--- config.mk ---
export PLATFORM = sky130hd
export DESIGN_NAME = div_controller
export DESIGN_NICKNAME = d
export VERILOG_FILES = /design/src/rtl/div_controller.sv
export SDC_FILE = /design/constraint.sdc
export NUM_CORES = 1
export LEC_CHECK = 0
export CAP_MARGIN = 5
export CELL_PAD_IN_SITES_DETAIL_PLACEMENT = 1
export CELL_PAD_IN_SITES_GLOBAL_PLACEMENT = 2
export CORE_ASPECT_RATIO = 0.7
export CORE_UTILIZATION = 35
export CTS_BUF_LIST = sky130_fd_sc_hd__clkbuf_8
export DETAILED_ROUTE_END_ITERATION = 10
export PLACE_DENSITY = 0.92
export SLEW_MARGIN = 30
export SYNTH_ARGS = -nofsm -noshare
export SYNTH_HDL_FRONTEND = slang
export SYNTH_SLANG_ARGS = --single-unit
--- constraint.sdc ---
create_clock -name clk -period 7.6 [get_ports clk]
set_input_delay 1.52 -clock clk [delete_from_list [all_inputs] [get_ports clk]]
set_output_delay 1.52 -clock clk [all_outputs]
set_load 0.05 [all_outputs]
--- src/rtl/div_controller.sv ---
// Iterative restoring divider for div/divu. One quotient bit per cycle,
// result committed to HI (remainder) and LO (quotient) when the FIX cycle ends.
module div_controller #(
  parameter int WIDTH = 32
) (
  input  logic             clk,
  input  logic             rst,
  input  logic             StartDivE,
  input  logic             SignedE,
  input  logic [WIDTH-1:0] SrcAE,
  input  logic [WIDTH-1:0] SrcBE,
  input  logic             AbortDiv,
  output logic             DivBusy,
  output logic             DivDone,
  output logic             DivByZero,
  output logic [WIDTH-1:0] HiOut,
  output logic [WIDTH-1:0] LoOut
);

  localparam int CW = (WIDTH > 1) ? $clog2(WIDTH) : 1;
  localparam logic [CW-1:0] LAST = CW'(WIDTH - 1);

  typedef enum logic [1:0] {IDLE, ITER, FIX} state_t;

  state_t           state_q, state_d;
  logic [CW-1:0]    cnt_q, cnt_d;
  logic [WIDTH-1:0] rem_q, rem_d;     // partial remainder (always < divisor)
  logic [WIDTH-1:0] quo_q, quo_d;     // dividend bits shift out, quotient bits shift in
  logic [WIDTH-1:0] dvs_q, dvs_d;     // divisor magnitude
  logic [WIDTH-1:0] hi_q, hi_d;
  logic [WIDTH-1:0] lo_q, lo_d;
  logic             negq_q, negq_d;   // quotient must be negated
  logic             negr_q, negr_d;   // remainder takes dividend's (negative) sign
  logic             dz_q, dz_d;       // divisor was zero

  // Operand magnitudes; only signed divides take absolute values.
  logic             a_neg, b_neg;
  logic [WIDTH-1:0] abs_a, abs_b;
  assign a_neg = SignedE & SrcAE[WIDTH-1];
  assign b_neg = SignedE & SrcBE[WIDTH-1];
  assign abs_a = a_neg ? -SrcAE : SrcAE;
  assign abs_b = b_neg ? -SrcBE : SrcBE;

  // Restoring step on a WIDTH+1 bit window. Because the shifted remainder is
  // below 2*divisor, the borrow bit of the difference alone tells whether
  // the subtraction stays non-negative.
  logic [WIDTH:0]   rem_sh, diff;
  logic             ge;
  assign rem_sh = {rem_q, quo_q[WIDTH-1]};
  assign diff   = rem_sh - {1'b0, dvs_q};
  assign ge     = ~diff[WIDTH];

  // Sign correction applied in FIX. A zero divisor leaves |dividend| as the
  // remainder, so restoring the dividend's sign reproduces the original SrcAE.
  logic [WIDTH-1:0] q_fix, r_fix;
  assign q_fix = negq_q ? -quo_q : quo_q;
  assign r_fix = negr_q ? -rem_q : rem_q;

  // Next-state, datapath update and DivDone; AbortDiv overrides everything.
  always_comb begin
    state_d = state_q;
    cnt_d   = cnt_q;
    rem_d   = rem_q;
    quo_d   = quo_q;
    dvs_d   = dvs_q;
    hi_d    = hi_q;
    lo_d    = lo_q;
    negq_d  = negq_q;
    negr_d  = negr_q;
    dz_d    = dz_q;
    DivDone = 1'b0;
    case (state_q)
      IDLE: begin
        if (StartDivE) begin
          state_d = ITER;
          cnt_d   = '0;
          rem_d   = '0;
          quo_d   = abs_a;
          dvs_d   = abs_b;
          negq_d  = a_neg ^ b_neg;
          negr_d  = a_neg;
          dz_d    = (SrcBE == '0);
        end
      end
      ITER: begin
        rem_d = ge ? diff[WIDTH-1:0] : rem_sh[WIDTH-1:0];
        quo_d = {quo_q[WIDTH-2:0], ge};
        cnt_d = cnt_q + 1'b1;
        if (cnt_q == LAST) state_d = FIX;
      end
      FIX: begin
        DivDone = 1'b1;
        lo_d    = dz_q ? '1 : q_fix;
        hi_d    = r_fix;
        state_d = IDLE;
      end
      default: state_d = IDLE;
    endcase
    if (AbortDiv) begin
      state_d = IDLE;
      DivDone = 1'b0;
      hi_d    = hi_q;
      lo_d    = lo_q;
    end
  end

  assign DivBusy   = (state_q != IDLE);
  assign DivByZero = DivDone & dz_q;
  assign HiOut     = hi_q;
  assign LoOut     = lo_q;

  // State and datapath registers, cleared asynchronously.
  always_ff @(posedge clk or posedge rst) begin
    if (rst) begin
      state_q <= IDLE;
      cnt_q   <= '0;
      rem_q   <= '0;
      quo_q   <= '0;
      dvs_q   <= '0;
      hi_q    <= '0;
      lo_q    <= '0;
      negq_q  <= 1'b0;
      negr_q  <= 1'b0;
      dz_q    <= 1'b0;
    end else begin
      state_q <= state_d;
      cnt_q   <= cnt_d;
      rem_q   <= rem_d;
      quo_q   <= quo_d;
      dvs_q   <= dvs_d;
      hi_q    <= hi_d;
      lo_q    <= lo_d;
      negq_q  <= negq_d;
      negr_q  <= negr_d;
      dz_q    <= dz_d;
    end
  end

endmodule

==> results, run 1 <==
- The number of nets in the synthesized netlist is 1371.
- Across every metal layer, demand over resource in global routing totals 21.7%.
- The endpoint identified for the worst register-to-register timing path is rem_q[30].
- The hold violation total from the final report is 0.
- The congestion estimate from routability-driven global placement came to 0.885.
- The per-instance average area after synthesis is 8.59 sq um.
- The summed area of non-filler cells in the final layout is about 0.013 sq mm.
- Timing would allow up to 179 MHz.
- The most common cell after layout, fill and taps aside is o21ai_0.
- The most used flip-flop cell after synthesis is dfrtp_1.
- The detailed router placed 9682 vias in this run.
- For this design the static power due to leakage is between 5 and 6 nW.
- No sink is reached through more buffers than the 2 on the longest clock path.
- The number of inserted diodes is 0.
- The die boundary width is ~210 um.
- The worst hold path passes through 2 cells.
- For this design the ratio of total power to cell area is roughly 320 mW/mm^2.
- The worst-case headroom to the max-slew limit is between 30% and 40%.
- The placed instance count is 1752.
- The total negative slack is 0 ns.
- For this run, design rule violations remaining after detail routing come to 0.
- The minimum clock period after layout is 5.58 ns.
- The worst-case IR drop observed on VDD is 0.000221 V.
- The final count of pins violating max slew came to 0.
- The launch instance of the worst register-to-register path is quo_q[31].
- The half-perimeter wire length of the detailed placement result is around 25000 um.
- The first-pass GRT wire length is around 54000 um.
- The post-CTS repair timing setup buffer count is 0.
- For the pin with the worst max-slew slack, the measured transition is 0.911 ns.
- The cell count after synthesis is around 1300.
- The share of post-route cells with drive strength above 1 is ~4.5%.
- The launching element type of the critical path is an input pin.
- For this block, the routed nets add up to about 33000 um of wire.
- The via count of the first global-routing pass is approximately 9600.
- The number of detailed-route iterations in the first pass is 5.
- Gates resized during post-CTS repair numbered 0.
- The clock reaches the later pin of the worst-skew pair after 0.49 ns.
- The reg2reg setup slack is 3.74 ns.
- The number of different library cells used by synthesis comes to 60.
- The flow ran to the end, and the final reports show no timing, DRC or antenna violations.
- TritonCTS built the clock tree.
- The count of port buffers added during placement is about 140.
- The library cells used most frequently in the layout, excluding fill and tap cells, are o21ai_0 (180), dfrtp_1 (170), nand2_1 (136), clkdlybuf4s50_1 (135), xor2_1 (98).
- The number of top-level pins is between 100 and 150.
- The residual overflow from global routing is 0.
- Clock tree synthesis found a total of between 150 and 200 sinks.
- The detailed router finished its first iteration with approximately 600 violations.
- For this run, the register share of the synthesized area comes to between 30 and 40%.
- The worst setup path is captured at an output port.
- The path with the worst hold slack has its endpoint at LoOut[0].
- Using the TritonRoute via totals, the vias-per-cell ratio works out to 5.42.
- For the worst flop-to-flop path, the logic depth is 12.
- From bottom edge to top edge, the die measures between 100 and 150 um.
- The number of warnings reported in the yosys synthesis log is 0.
- The total CTS buffers is 17.
- In this run, synthesis inferred 0 flip-flops with an integrated enable.
- In this run the remaining antenna-violating nets after routing total 0.
- The placeable core region is slightly above 0.03 sq mm.
- The depth of the CTS H-tree is 4.
- The path type of the worst min-delay path is register to register.
- The hold buffer count at CTS is 0.
- The clock arrives with 0.0170 ns of skew.
- Of all flip-flops after synthesis, the portion carrying an async set or reset was 100%.
- The post-layout instance count excluding filler cells is 1785.
- The total of endpoints with negative setup slack in the final report is 0.
- The highest net fanout along the worst path is 26.
- After layout, the worst path uses around three quarters of the clock period.
- Entering global routing, the biggest net connects between 80 and 90 pins.
- In this run, synthesis produced a sequential element count of 170.
- The placed cell area is approximately 0.013 sq mm.
- The critical path is of the input pin to output port type.
- Clock tree synthesis selected as its root buffer the cell clkbuf_8.
- The per-cell routed wire length is about 19 um.
- The number of antenna violations at the first check in global routing was 0.
- The data required time at the worst endpoint is roughly 6.1 ns.
- The startpoint identified for the worst hold timing path is LoOut[0].
- The initial utilization of the core area, before any placement, comes to between 30% and 40%.
- The synthesis-to-finish area growth is 19.5%.
- After the last flow step, the layout net total stands at ~1500.
- The die covers approximately 0.032 sq mm.
- Data on the critical path arrives at its endpoint at a little over 4 ns.
- The area of the mapped netlist is between 0.01 and 0.015 sq mm.
- The number of max-cap violations is 0.
- The number of core rows is 53.
- Setup repair after global routing left no endpoint under its margin.
- Clock-pin slew was measured on the worst setup and hold paths at roughly 0.080 ns.
==> synthesized netlist by cell type, types with 2 or more instances <==
cell	n	share of area, %
o21ai_0	180	8.3
dfrtp_1	170	39
nand2_1	137	4.7
xor2_1	98	7.9
nor2_1	81	2.8
a21oi_1	73	3.4
clkbuf_1	62	2.1
inv_1	49	1.7
xnor2_1	48	3.9
nand3_1	45	2.1
ha_1	38	4.4
a22oi_1	31	2.1
o31ai_1	31	2.1
mux2i_1	26	2.4
or3_1	18	1.0
nor3_1	15	0.69
or4_1	14	0.97
nor2b_1	13	0.75
o41ai_1	12	0.97
a31oi_1	11	0.63
a21o_1	10	0.69
and3_1	9	0.52
and2_1	8	0.46
o21a_1	8	0.55
nand2b_1	7	0.40
nor4_1	7	0.40
o211ai_1	7	0.48
or2_2	7	0.40
nand4_1	4	0.23
buf_2	3	0.14
nand3b_1	3	0.21
a2111o_1	2	0.21
a32oi_1	2	0.16
a41o_1	2	0.18
buf_1	2	0.069
o21ai_1	2	0.092
o21bai_1	2	0.14
o311ai_0	2	0.16
o31a_1	2	0.16
or4_4	2	0.21
==> per-layer routing <==
metal  GRT usage [%]  up-vias  routed length [um]  share of wire [%]
met1            34.4     4791               18000                 54
met3            3.96       19                1470                4.4
li1                -     4673                   -                  -
met5               0        -                   0                  0
met2            30.2      199               13600                 41
met4            4.03        0                 240               0.72
==> stage by stage <==
step           hold WS (ns)  utilization, %  total power [mW]  worst slack (ns)
2_1_floorplan         0.450               -              2.89              1.48
3_3_place_gp          0.462            41.5              3.40              2.08
3_5_place_dp          0.469            41.6              3.49              2.04
4_1_cts               0.488            42.8              4.14              2.00
5_1_grt               0.516            42.9              4.46              1.90
6_report              0.477            42.9              4.14              2.02
==> report_power, final <==
part           leakage [nW]  internal (mW)  switching (mW)  total [mW]
registers              2.18           1.07           0.283        1.36
logic                  3.14          0.893            1.25        2.14
clock network         0.191          0.268           0.371       0.639
==> critical path: stages <==
cell and delay (ns):
clkdlybuf4s50_1 0.47, or3b_2 0.49, clkinv_1 0.46, buf_4 0.28, clkdlybuf4s50_1 0.83
==> kinds of logic after synthesis <==
kind of cell / count (synthesis) / share of synthesized area [%]
AND/OR/NAND/NOR: 375 / 16.4
buffers and inverters: 117 / 4.08
flip-flops: 170 / 39.2
adder cells (fa/ha/maj): 39 / 4.57
multiplexers: 26 / 2.40
XOR/XNOR: 146 / 11.8
AO/OA/AOI/OAI: 390 / 21.6
==> sequential cells by signal (all words and copies together) (netlist names) <==
signal and flops:
HiOut 32, LoOut 32, cnt_q 5, dvs_q 32, dz_q 1, negq_q 1
negr_q 1, quo_q 32, rem_q 32, state_q 2
==> how the worst max path moves through the flow <==
stage	start	to	slack [ns]	cells past startpoint
6_report	AbortDiv	DivDone	2.02	5
2_1_floorplan	rst	HiOut[0]	1.48	1
4_1_cts	AbortDiv	DivDone	2.00	5
5_1_grt	AbortDiv	DivDone	1.90	5
3_5_place_dp	AbortDiv	DivDone	2.04	5
3_3_place_gp	AbortDiv	DivDone	2.08	5
==> area by class of cell <==
type / count / area (sq um)
clock inverter: 14 / 121
inverter: 50 / 193
tap: 412 / 515
timing repair buffer: 145 / 1440
multi-input combinational: 976 / 6190
fill: 3610 / 17300
sequential: 170 / 4250
clock buffer: 18 / 248
(Power assumes the default switching activity.)
==> run 2, diff against run 1 <==
Settings changed: CORE_UTILIZATION 35 to 32, PLACE_DENSITY 0.92 to 0.89.
Clock period 7.6 ns to 4.76 ns, I/O delays scaled along.
==> results, run 2 (synthesis results as in run 1) <==
- The highest net fanout along the worst path is 4.
- The final clock skew is 0.0236 ns.
- At the later pin of the worst-skew pair, clock insertion delay measures about 0.48 ns.
- The count of port buffers added during placement is roughly 140.
- After floorplanning, the core was sized to cover around 0.033 sq mm.
- The min-delay analysis places its worst path in the category register to register.
- The number of DRC violations after detailed-routing iteration 0 is 541.
- At the end of the flow, the number of nets in the layout was approximately 1500.
- The via count of the first global-routing pass is 9453.
- The hold buffer count at CTS is 0.
- TritonCTS built the clock tree.
- The critical path in this run is classified as input pin to register.
- Of the cells placed in the final design, the portion with a size suffix greater than 1 is roughly 5.1%.
- The critical path capture point type is a register.
- Based on the critical path, the design can be clocked at up to approximately 260 MHz.
- For the worst setup path, the data arrival time is 4.15 ns.
- The residual overflow from global routing is 0.
- The post-route clock period utilization is 80.0%.
- The depth of the CTS H-tree is 4.
- The largest net degree at the start of global routing is between 70 and 80.
- During I/O placement, the number of pins put on the boundary was approximately 140.
- The full die area is 0.0347 sq mm.
- Setup violations remaining at the end of the flow were counted as 0.
- The number of detailed-route iterations in the first pass is 4.
- The summed area of non-filler cells in the final layout is roughly 0.013 sq mm.
- The count of nets left with antenna violations once routing finished came out at 0.
- The hold violation total from the final report came to 0.
- Counting every sink on the clock net gives 170.
- After detailed routing, the average wire length per cell comes to ~19 um.
- In the routed layout, each cell is associated on average with a via count of 5.32.
- The congestion estimate from routability-driven global placement came to slightly below 0.9.
- IR analysis of the VDD net gives a maximum drop of just under 0.0004 V.
- For this run, design rule violations remaining after detail routing come to 0.
- The final route contains 9645 vias.
- Power spread over the standard cell area amounts to around 510 mW/mm^2.
- The worst-case headroom to the max-slew limit is between 30% and 40%.
- Across the run, the number of max-cap violations was 0.
- Buffers added to address setup during post-CTS repair amount to 0.
- From synthesis to final layout, the design area changed by 20.9%.
- The placed cell area is approximately 0.013 sq mm.
- The slew at the pin with the worst max-slew slack is about 0.9 ns.
- The launching element type of the critical path is an input pin.
- Measured along the y axis, the die boundary spans ~160 um.
- The wire-length estimate of the detail-placed layout is roughly 25000 um.
- The data required time at the worst endpoint is around 5.1 ns.
- In the layout the commonest cells are o21ai_0 (180), dfrtp_1 (169), nand2_1 (136), clkdlybuf4s50_1 (133), xor2_1 (98).
- Gates resized during post-CTS repair numbered 0.
- The analysis attributes to cell leakage a power of about 5.6 nW.
- The tree is rooted in a clkbuf_8.
- The final layout contains routed wiring with a total length of around 34000 um.
- The reg2reg setup slack is 1.03 ns.
- The minimum clock period after layout is ~3.8 ns.
- The overall routing resource usage is between 15 and 20%.
- In this run the horizontal extent of the chip is about 220 um.
- The number of clock buffers added by TritonCTS is 17.
- The run finished with clean final reports.
- 0 antenna diodes ended up in the layout.
- After floorplanning, the core was divided into between 50 and 60 placement rows.
- Setup repair after global routing left no endpoint under its margin.
- The filler cells instantiated in the layout total ~3900.
- In the final timing run, aggregate negative setup slack is 0 ns.
- Clock-pin slew was measured on the worst setup and hold paths at 0.10 ns.
- The most common cell after layout, fill and taps aside is o21ai_0.
- In this run the deepest clock path goes through 2 buffers.
- The first-pass GRT wire length is 54100 um.
- The number of antenna violations at the first check in global routing is 0.
- The final count of pins violating max slew is 0.
- The initial utilization of the core area, before any placement, comes to around a third.
[run 2: cell count changes in the layout (fill, tap and decap cells not counted)]
cell / before / now
clkdlybuf4s50_1: 135 / 133
clkinv_2: 4 / 2
clkinvlp_4: 2 / 4
buf_4: 8 / 15
dfrtp_2: 0 / 1
inv_6: 4 / 2
inv_8: 0 / 1
buf_8: 1 / 0
bufinv_16: 1 / 3
buf_6: 1 / 0
clkbuf_8: 18 / 17
buf_12: 0 / 4
clkinv_4: 3 / 2
dfrtp_1: 170 / 169
[run 2: path summary, 6_finish.rpt]
kind,from,to,cells after the start
max,SrcAE[8],quo_q[28],10
min,LoOut[0],LoOut[0],2
max reg2reg,quo_q[31],rem_q[30],12
min reg2reg,LoOut[0],LoOut[0],2
max in group asynchronous,rst,dvs_q[26],4
min in group asynchronous,rst,LoOut[21],2
[run 2: power by group]
part | switching [mW] | internal, mW
Clock | 0.596 | 0.520
Combinational | 2.06 | 1.46
Sequential | 0.393 | 1.71
Total | 3.05 | 3.69
[run 2: final cells by class]
class	instances	area [sq um]	share of cell area, %
clock buffers	17	234	1.78
flip-flops and latches	170	4260	32.4
repair buffers	152	1520	11.6
clock inverters	14	173	1.32
well taps	435	544	4.15
multi-input cells	976	6190	47.2
inverters	50	191	1.46
[run 2: critical path, cell delays in order]
cell and delay (ns):
clkdlybuf4s50_1 0.46, or4_4 0.56, or3_1 0.35, or3_1 0.38, or4_4 0.47, nand2b_4 0.17
or3_4 0.37, o21ai_1 0.18, xor2_1 0.17, o21ai_0 0.09
[run 2: through the flow]
stage / setup slack (ns) / instances / utilization [%] / hold slack, ns / power, mW
2_1_floorplan: 1.17 / 1263 / - / 0.450 / 4.61
3_3_place_gp: 0.515 / 1782 / 37.9 / 0.459 / 5.49
3_5_place_dp: 0.453 / 1783 / 38.0 / 0.471 / 5.63
4_1_cts: 0.984 / 1814 / 39.2 / 0.491 / 6.77
5_1_grt: 0.795 / 1814 / 39.2 / 0.506 / 7.25
6_report: 0.952 / 1814 / 39.2 / 0.483 / 6.75
[run 2: metal layers]
layer | vias to the layer above | track usage (%) | share of wire (%)
li1 | 4681 | - | -
met3 | 22 | 3.50 | 4.1
met2 | 174 | 26.9 | 40
met1 | 4768 | 31.3 | 55
met5 | - | 0 | 0
met4 | 0 | 4.70 | 1.0
